### src/rtl/buyruk_anabellek_denetleyici_pkg.sv
// Shared definitions for the instruction-fetch memory path.
// The instruction-cache controller imports this package too.
package buyruk_anabellek_denetleyici_pkg;

  typedef enum logic [1:0] {
    BOSTA = 2'd0,
    ISTEK = 2'd1,
    YANIT = 2'd2,
    TAMAM = 2'd3
  } durum_t;

  localparam int OBEK_KELIME   = 4;
  localparam int KELIME_BIT    = 32;
  localparam int OBEK_BIT      = OBEK_KELIME * KELIME_BIT;
  localparam int SATIR_OFS_BIT = 4;

endpackage

### src/rtl/buyruk_anabellek_denetleyici_zaman_asimi_sayaci.sv
// Per-word watchdog: clear/enable counter that flags when SINIR cycles have elapsed.
// A SINIR of 0 keeps doldu_o permanently low.
module zaman_asimi_sayaci #(
  parameter int SINIR = 1024
) (
  input  logic clk_i,
  input  logic rst_i,
  input  logic temizle_i,
  input  logic sayac_en_i,
  output logic doldu_o
);

  localparam logic [31:0] SINIR_W = 32'(SINIR);

  logic [31:0] sayac_q, sayac_d;

  // Saturate rather than wrap so a disabled or stuck counter never aliases back to zero.
  always_comb begin
    sayac_d = sayac_q;
    if (temizle_i) begin
      sayac_d = '0;
    end else if (sayac_en_i && (sayac_q != '1)) begin
      sayac_d = sayac_q + 32'd1;
    end
  end

  always_ff @(posedge clk_i or negedge rst_i) begin
    if (!rst_i) begin
      sayac_q <= '0;
    end else begin
      sayac_q <= sayac_d;
    end
  end

  assign doldu_o = (SINIR_W != 32'd0) && (sayac_q >= (SINIR_W - 32'd1));

endmodule

### src/rtl/buyruk_anabellek_denetleyici.sv
// Serves 128-bit block requests from the instruction cache as four 32-bit
// memory-bus transactions (beat, then response), with a per-word timeout.
module buyruk_anabellek_denetleyici
  import buyruk_anabellek_denetleyici_pkg::*;
#(
  parameter int ZAMAN_ASIMI = 1024
) (
  input  logic         clk_i,
  input  logic         rst_i,
  input  logic         istek_i,
  input  logic [31:0]  adres_i,
  input  logic         oku_i,
  input  logic         yaz_i,
  input  logic [127:0] yazilacak_obek_i,
  output logic         anabellek_musait_o,
  output logic         anabellek_hazir_o,
  output logic [127:0] okunan_obek_o,
  output logic         hata_o,
  output logic         bellek_gecerli_o,
  input  logic         bellek_hazir_i,
  output logic [31:0]  bellek_adres_o,
  output logic         bellek_yaz_o,
  output logic [31:0]  bellek_yaz_veri_o,
  input  logic         bellek_yanit_gecerli_i,
  input  logic [31:0]  bellek_yanit_veri_i,
  output logic [1:0]   durum_o
);

  // Handshake: a beat transfers on a rising edge where bellek_gecerli_o and
  // bellek_hazir_i are both high; beat outputs stay fixed until then. The
  // response for that beat is accepted no earlier than the following cycle.

  durum_t durum_q, durum_d;
  logic [31-SATIR_OFS_BIT:0] taban_q, taban_d;
  logic                      yaz_q, yaz_d;
  logic [OBEK_BIT-1:0]       blok_q, blok_d;
  logic [1:0]                k_q, k_d;
  logic [OBEK_BIT-1:0]       okunan_q, okunan_d;
  logic                      hata_q, hata_d;
  logic                      sayac_temizle, sayac_en, zaman_doldu;

  zaman_asimi_sayaci #(.SINIR(ZAMAN_ASIMI)) u_zaman_asimi (
    .clk_i      (clk_i),
    .rst_i      (rst_i),
    .temizle_i  (sayac_temizle),
    .sayac_en_i (sayac_en),
    .doldu_o    (zaman_doldu)
  );

  always_comb begin
    durum_d  = durum_q;
    taban_d  = taban_q;
    yaz_d    = yaz_q;
    blok_d   = blok_q;
    k_d      = k_q;
    okunan_d = okunan_q;
    hata_d   = hata_q;
    case (durum_q)
      BOSTA: begin
        hata_d = 1'b0;
        if (istek_i && (yaz_i || oku_i)) begin
          taban_d = adres_i[31:SATIR_OFS_BIT];
          yaz_d   = yaz_i;
          blok_d  = yazilacak_obek_i;
          k_d     = 2'd0;
          durum_d = ISTEK;
        end
      end
      ISTEK: begin
        if (bellek_hazir_i) begin
          durum_d = YANIT;
        end else if (zaman_doldu) begin
          durum_d = TAMAM;
          hata_d  = 1'b1;
        end
      end
      YANIT: begin
        if (bellek_yanit_gecerli_i) begin
          if (!yaz_q) begin
            okunan_d[KELIME_BIT*k_q +: KELIME_BIT] = bellek_yanit_veri_i;
          end
          if (k_q == 2'd3) begin
            durum_d = TAMAM;
          end else begin
            k_d     = k_q + 2'd1;
            durum_d = ISTEK;
          end
        end else if (zaman_doldu) begin
          durum_d = TAMAM;
          hata_d  = 1'b1;
        end
      end
      TAMAM: begin
        durum_d = BOSTA;
      end
      default: durum_d = BOSTA;
    endcase

    // An aborted read must not hand back stale words from an earlier block.
    if (hata_d && !hata_q && !yaz_q) begin
      for (int j = 0; j < OBEK_KELIME; j++) begin
        if (j >= int'(k_q)) begin
          okunan_d[j*KELIME_BIT +: KELIME_BIT] = '0;
        end
      end
    end
  end

  assign sayac_temizle = (durum_d == ISTEK) && (durum_q != ISTEK);
  assign sayac_en      = (durum_q == ISTEK) || (durum_q == YANIT);

  always_ff @(posedge clk_i or negedge rst_i) begin
    if (!rst_i) begin
      durum_q  <= BOSTA;
      taban_q  <= '0;
      yaz_q    <= 1'b0;
      blok_q   <= '0;
      k_q      <= 2'd0;
      okunan_q <= '0;
      hata_q   <= 1'b0;
    end else begin
      durum_q  <= durum_d;
      taban_q  <= taban_d;
      yaz_q    <= yaz_d;
      blok_q   <= blok_d;
      k_q      <= k_d;
      okunan_q <= okunan_d;
      hata_q   <= hata_d;
    end
  end

  assign anabellek_musait_o = (durum_q == BOSTA);
  assign anabellek_hazir_o  = (durum_q == TAMAM);
  assign hata_o             = (durum_q == TAMAM) && hata_q;
  assign okunan_obek_o      = okunan_q;
  assign bellek_gecerli_o   = (durum_q == ISTEK);
  assign bellek_adres_o     = bellek_gecerli_o ? {taban_q, k_q, 2'b00} : 32'd0;
  assign bellek_yaz_o       = bellek_gecerli_o && yaz_q;
  assign bellek_yaz_veri_o  = bellek_gecerli_o ? blok_q[KELIME_BIT*k_q +: KELIME_BIT] : 32'd0;
  assign durum_o            = durum_q;

endmodule

### config.mk
export PLATFORM = sky130hd
export DESIGN_NAME = buyruk_anabellek_denetleyici
export DESIGN_NICKNAME = d
export VERILOG_FILES = /design/src/rtl/buyruk_anabellek_denetleyici_pkg.sv /design/src/rtl/buyruk_anabellek_denetleyici_zaman_asimi_sayaci.sv /design/src/rtl/buyruk_anabellek_denetleyici.sv
export SDC_FILE = /design/constraint.sdc
export NUM_CORES = 1
export LEC_CHECK = 0
export CORE_UTILIZATION = 50
export DETAILED_ROUTE_END_ITERATION = 6
export PLACE_DENSITY_LB_ADDON = 0.08
export SYNTH_ARGS = -nofsm -noshare
export SYNTH_HDL_FRONTEND = slang
export SYNTH_SLANG_ARGS = --single-unit
export TNS_END_PERCENT = 20
### constraint.sdc
create_clock -name clk_i -period 6.76 [get_ports clk_i]
set_input_delay 0.676 -clock clk_i [delete_from_list [all_inputs] [get_ports clk_i]]
set_output_delay 0.676 -clock clk_i [all_outputs]
set_load 0.05 [all_outputs]
Word-level counts from Yosys, hierarchy flattened
Index checks and enable logic that the tools add are counted.
Word-level totals
  register bits: 322
  latch bits: 0
  RAM bits: 0
  memory bits (read-only): 0
  input bits: 199
  output and inout bits: 199
  logic and storage cells: 75
  memories: 0
Cells by class
  $add $sub $neg: 3
  $mul: 0
  div/mod/pow operators: 0
  order comparisons: 4
  equality and inequality tests: 11
  shift operators: 3
  multiplexer cells: 26
  bitwise gates (word level): 0
  reduce and logical (&&, ||, !) cells: 19
Operator list (number)
  2-to-1 mux 128 bit: 4
  2-to-1 mux 32 bit: 7
  bitwise mux 128 bit: 1
  variable shift 32 x 34 -> 128 bit (first input constant): 1
  variable part select 128 x 8 -> 32 bit: 1
  variable part select 32 x 34 -> 128 bit: 1
  negator 7 -> 34 bit: 1
  adder 32 x 1 -> 32 bit (second input constant): 1
  >= comparator 32 x 10 -> 1 bit (second input constant): 1
  inequality test 32 bit (second input constant): 1
  2-to-1 mux 2 bit: 8
  one-hot mux 2 bit (4 select lines): 1
  nonzero test 2 bit: 4
  logical AND 1 bit: 7
  == test 2 bit (second input constant): 3
  inequality test 2 x 1 -> 1 bit (second input constant): 3
  == test 2 x 1 -> 1 bit (second input constant): 2
  >= comparator 1 x 2 -> 1 bit (first input constant): 2
  inequality test 2 bit (second input constant): 2
  one-hot mux 2 bit (2 select lines): 1
  AND reduction 4 bit: 1
  2-to-1 mux 1 bit: 3
  one-hot mux 1 bit (3 select lines): 1
  AND reduction 3 bit: 1
  6 further kinds: 8

Logic depth before layout (Yosys ltp)
  depth in word-level cells: 8
  gate-level depth with buffers: 10
  gate-level depth less buffers: 7

By module
A second synthesis with hierarchy kept.
Unflattened totals
  cells, all modules: 1216
  area total of the unflattened synthesis: 14491.4 µm²
Modules (own cells, without submodules)
  buyruk_anabellek_denetleyici: times used 1, cells each 1010, area an instance 12653.4 µm²
  zaman_asimi_sayaci: times used 1, cells each 206, area an instance 1838.0 µm²

Worst setup path after synthesis
No wires, ideal clock.
  path type: flip-flop to output port
  from: reg durum_q[0] (netlist: durum_o[0])
  to: out bellek_adres_o[2]
  data arrival time: 2.384 ns
  setup slack: 3.700 ns
  stages on the path, launching flop included: 5
  buffers on the path: 1
  cell sequence: dfrtp_1 -> ha_1 -> clkbuf_1 -> inv_1 -> nor2_1
On the way
  word-level cells in the longest chain between the ends: 2
Ends and longest elaborated chain
  start: declaration: line buyruk_anabellek_denetleyici.sv:33  | durum_t durum_q, durum_d;
  start signal: assignment: line buyruk_anabellek_denetleyici.sv:122  | durum_q <= durum_d;
  == test 2 x 1 -> 1 bit: line buyruk_anabellek_denetleyici.sv:136  | assign bellek_gecerli_o = (durum_q == ISTEK);
  net bellek_gecerli_o: line buyruk_anabellek_denetleyici.sv:19  | output logic bellek_gecerli_o,
  2-to-1 mux 32 bit: line buyruk_anabellek_denetleyici.sv:137  | assign bellek_adres_o = bellek_gecerli_o ? {taban_q, k_q, 2'b00} : 32'd0;
  end: declaration: line buyruk_anabellek_denetleyici.sv:21  | output logic [31:0] bellek_adres_o,
The timed path passes the listed nets, and every way through them passes these cells.

Final worst setup path
  from: reg k_q[0]
  to: out bellek_yaz_veri_o[31]
On the way
  word-level cells in the longest chain between the ends: 2
Ends and longest elaborated chain
  start: declaration: line buyruk_anabellek_denetleyici.sv:37  | logic [1:0] k_q, k_d;
  start signal: assignment: line buyruk_anabellek_denetleyici.sv:126  | k_q <= k_d;
  variable part select 128 x 8 -> 32 bit: line buyruk_anabellek_denetleyici.sv:139  | assign bellek_yaz_veri_o = bellek_gecerli_o ? blok_q[KELIME_BIT*k_q +: KELIME_BIT] : 32'd0;
  2-to-1 mux 32 bit: line buyruk_anabellek_denetleyici.sv:139
  end: declaration: line buyruk_anabellek_denetleyici.sv:23  | output logic [31:0] bellek_yaz_veri_o,
No other way between the ends.

==> flow_metrics.tcl <==
set metrics [dict create \
    fmax_ghz 0.270 \
    critPathMaxStageDelay_ns 0.80 \
    total_of_flip_flops_plus_latches_after_synthesis 322 \
    setup_total_negative_slack_ns 0 \
    synthArstFlopShare_pct 100 \
    grt_usage_pct 27.2 \
    first_drt_iteration_drcs 782 \
    final_net_count 1785 \
    placed_cells 1915 \
    postSynthAreaPerCell_um2 11.9 \
    synthesis.instances 1212 \
    hold_viol 0 \
    compound_gate_portion_of_the_synthesized_area_pct 8.69 \
    synth-xor-area-share_pct 0.851 \
    synthMuxAreaShare_pct 17.5 \
    h-tree-depth 2 \
    clock_tree.buffer_depth 3 \
    post_cts_gate_resize_count 0 \
    layout_setup_ws_ns 3.06 \
    cts_setup_buffers 0 \
    std_cell_rows 61 \
    critPathSlowestCell "sky130_fd_sc_hd__clkdlybuf4s50_1" \
    layout-area-overhead-vs-synth_pct 37.6 \
    final_layout_size_suffix_gt1_share_pct 17.7 \
    timing.setup.critical_path_class "reg2out" \
    synth_enable_flop_cells 0 \
    cts_root_buf "sky130_fd_sc_hd__clkbuf_16" \
    avgRoutedWirePerCell_um 20.5 \
    global_route_wire_length_before_repair_um 61500 \
    placed_inst_area_um2 18700 \
    crit_path_end_kind "output port" \
    yosysWarningCount 0 \
    vias_per_cell 5.57 \
    synth.distinct_cells 51 \
    path_clk_slew_ns 0.06 \
    post-route-drc-count 0 \
    maximum_vdd_drop_uv 304 \
    finalWorstPathRequiredPeriod_ns 3.70 \
    grt_max_degree 179 \
    vias 11000 \
    slew_violations 0 \
    timing.max_cap.violations 0 \
    cell_area_after_layout_um2 19800 \
    fillerInstances 2106 \
    globalplace.congestion 0.806 \
    ys.flop_type "sky130_fd_sc_hd__dfrtp_1" \
    grt_overflow 0 \
    die-width_um 172 \
    initial_antenna_violation_count 6 \
    setup_viol 0 \
    io_pins 398 \
    synthesis.area_um2 14400 \
    reg2reg_depth 7 \
    worstPathArrival_ns 3.03 \
    worst_skew_pair.late_latency_ns 0.51 \
    synthSimpleGateAreaFrac_pct 13.0 \
    worstPathCellList "buf_4 -> mux4_2 -> and2_1 -> clkdlybuf4s50_1" \
    initial_utilization_pct 51.3 \
    worst-path-max-fanout 38 \
    clock_sink_count 322 \
    synth-seq-area-share_pct 55.9 \
    post_synth_fa_ha_maj_area_fraction_pct 1.04 \
    worst_ep_required_time_ns 6.08 \
    cellLeakagePower_nw 8.25 \
    register_area_um2 8060 \
    worst_hold_path_type "in2async" \
    dp.final_hpwl_um 26900 \
    count_of_nets_left_with_antenna_violations_after_detail_routing 0 \
    placement_setup_slack_ns 3.17 \
    tightestPinTransition_ns 1.10 \
    cts_buffers 35 \
    buffer_ports.inserted 391 \
    rsz0062_at_grt "no" \
    p_per_area_nw_per_um2 421 \
    die-height_um 172 \
    final_cells 1981 \
    final.period_utilization_pct 54.8 \
    multi_input_area_um2 5980 \
    drt-total-wl_um 40600 \
    outcome "finished, final reports clean" \
    core-area_um2 28100 \
    critPathLaunchType "register" \
    cts_hold_buf 0 \
    synth_top_family_by_area "multiplexers" \
    design.die.area_um2 29500 \
    drt-pass1-iter-count 5 \
    slew_hr_pct 25.9 \
    grt_pass1_vias 11100 \
    tritoncts "built" \
    clock_skew_ns 0.0114 \
]
==> placed cells by master (no fill, tap or decap), drive strengths merged, types with 4 or more instances in the layout <==
cell / synthesis / layout
clkdlybuf4s50: 0 / 390
dfrtp: 322 / 322
mux2: 157 / 157
nor2: 88 / 88
nand2: 86 / 86
a21oi: 83 / 83
nand3: 73 / 73
and2: 66 / 66
a22oi: 65 / 65
clkbuf: 69 / 54
mux4: 32 / 32
buf: 19 / 22
o21ai: 18 / 18
or3: 16 / 16
inv: 15 / 15
nor4: 14 / 14
xnor2: 13 / 13
ha: 12 / 12
diode: 0 / 6
nand4: 6 / 6
nor3: 6 / 6
and3: 5 / 5
clkinv: 0 / 5
and4: 4 / 4
or4: 4 / 4
a211oi: 4 / 4
==> through the flow <==
step                total power, mW  hold WS [ns]  util (%)
finish                         8.34         0.168      70.6
detailed placement             6.51         0.487      66.5
floorplan                      5.34         0.380         -
global placement               6.43         0.478      66.5
CTS                            8.41         0.182      70.5
global route                   8.75         0.215      70.6
==> routing by layer <==
layer	up-vias	GRT usage (%)	wire [um]
li1	5059	-	-
met1	5490	33.1	15600
met2	398	45.1	19900
met3	80	7.29	3470
met4	0	12.3	1650
met5	-	0	0
==> worst max-delay path: cells and delay by family, from the launching register on <==
kind | cells | cell delay [ns]
DFF | 1 | 0.35
buffers and inverters | 2 | 1.41
and+or+nand+nor | 1 | 0.16
muxes | 1 | 0.58
==> layout make-up <==
type                            instances  area share [%]
Antenna cell                            6          0.0758
Clock buffer                           54            5.45
Clock inverter                          6           0.278
Inverter                               15           0.284
Multi-Input combinational cell        788            30.2
Sequential cell                       322            40.7
Tap cell                              378            2.39
Timing Repair Buffer                  412            20.7
==> logic make-up (layout without fill, tap and decap cells) <==
group | Yosys count | in the layout
AO/OA/AOI/OAI | 191 | 191
adder cells (fa/ha/maj) | 12 | 12
AND/OR/NAND/NOR | 377 | 377
XOR/XNOR | 14 | 14
flip-flops | 322 | 322
multiplexers | 192 | 192
other | 1 | 8
buffers and inverters | 103 | 487
==> report_power, final <==
group	internal, mW	total, mW	leakage, nW	switching, mW
Clock	1.13	1.89	0.564	0.752
Combinational	1.53	3.64	3.57	2.11
Sequential	2.52	2.82	4.12	0.305
Total	5.18	8.34	8.25	3.16
==> cell usage after synthesis, drive strengths merged (2+ instances only) <==
master | number | area share, %
dfrtp | 322 | 56
mux2 | 157 | 12
nor2 | 88 | 2.3
nand2 | 86 | 2.2
a21oi | 83 | 2.9
nand3 | 73 | 2.5
clkbuf | 69 | 1.8
and2 | 66 | 2.9
a22oi | 65 | 3.4
mux4 | 32 | 5.0
buf | 19 | 0.74
o21ai | 18 | 0.63
or3 | 16 | 0.69
inv | 15 | 0.39
nor4 | 14 | 0.69
xnor2 | 13 | 0.79
ha | 12 | 1.0
nand4 | 6 | 0.30
nor3 | 6 | 0.21
and3 | 5 | 0.22
a211oi | 4 | 0.21
and4 | 4 | 0.24
or4 | 4 | 0.21
a2111oi | 3 | 0.49
a31oi | 3 | 0.13
mux2i | 3 | 0.21
o31ai | 3 | 0.16
a211o | 2 | 0.18
a31o | 2 | 0.12
nand2b | 2 | 0.087
nor2b | 2 | 0.087
nor4b | 2 | 0.21
==> final timing paths <==
kind                                    startpoint                               endpoint  slack [ns]
min                                          rst_i  u_zaman_asimi.sayac_q[16]$_DFFE_PN0P_        0.17
max                             k_q[0]$_DFFE_PN0P_                  bellek_yaz_veri_o[31]        3.06
min reg2reg                taban_q[24]$_DFFE_PN0P_                taban_q[24]$_DFFE_PN0P_        0.50
min in group clk_i         taban_q[24]$_DFFE_PN0P_                taban_q[24]$_DFFE_PN0P_        0.50
max in group asynchronous                    rst_i            okunan_obek_o[81]$_DFF_PN0_        5.16
max reg2reg                     k_q[1]$_DFFE_PN0P_            okunan_obek_o[67]$_DFF_PN0_        3.14
==> flip-flops by register name, summed over array words and instances (netlist names) <==
name / count
blok_q: 128
durum_o: 2
yaz_q: 1
k_q: 2
u_zaman_asimi.sayac_q: 32
hata_q: 1
okunan_obek_o: 128
taban_q: 28
Power figures use the tool's default switching activity.
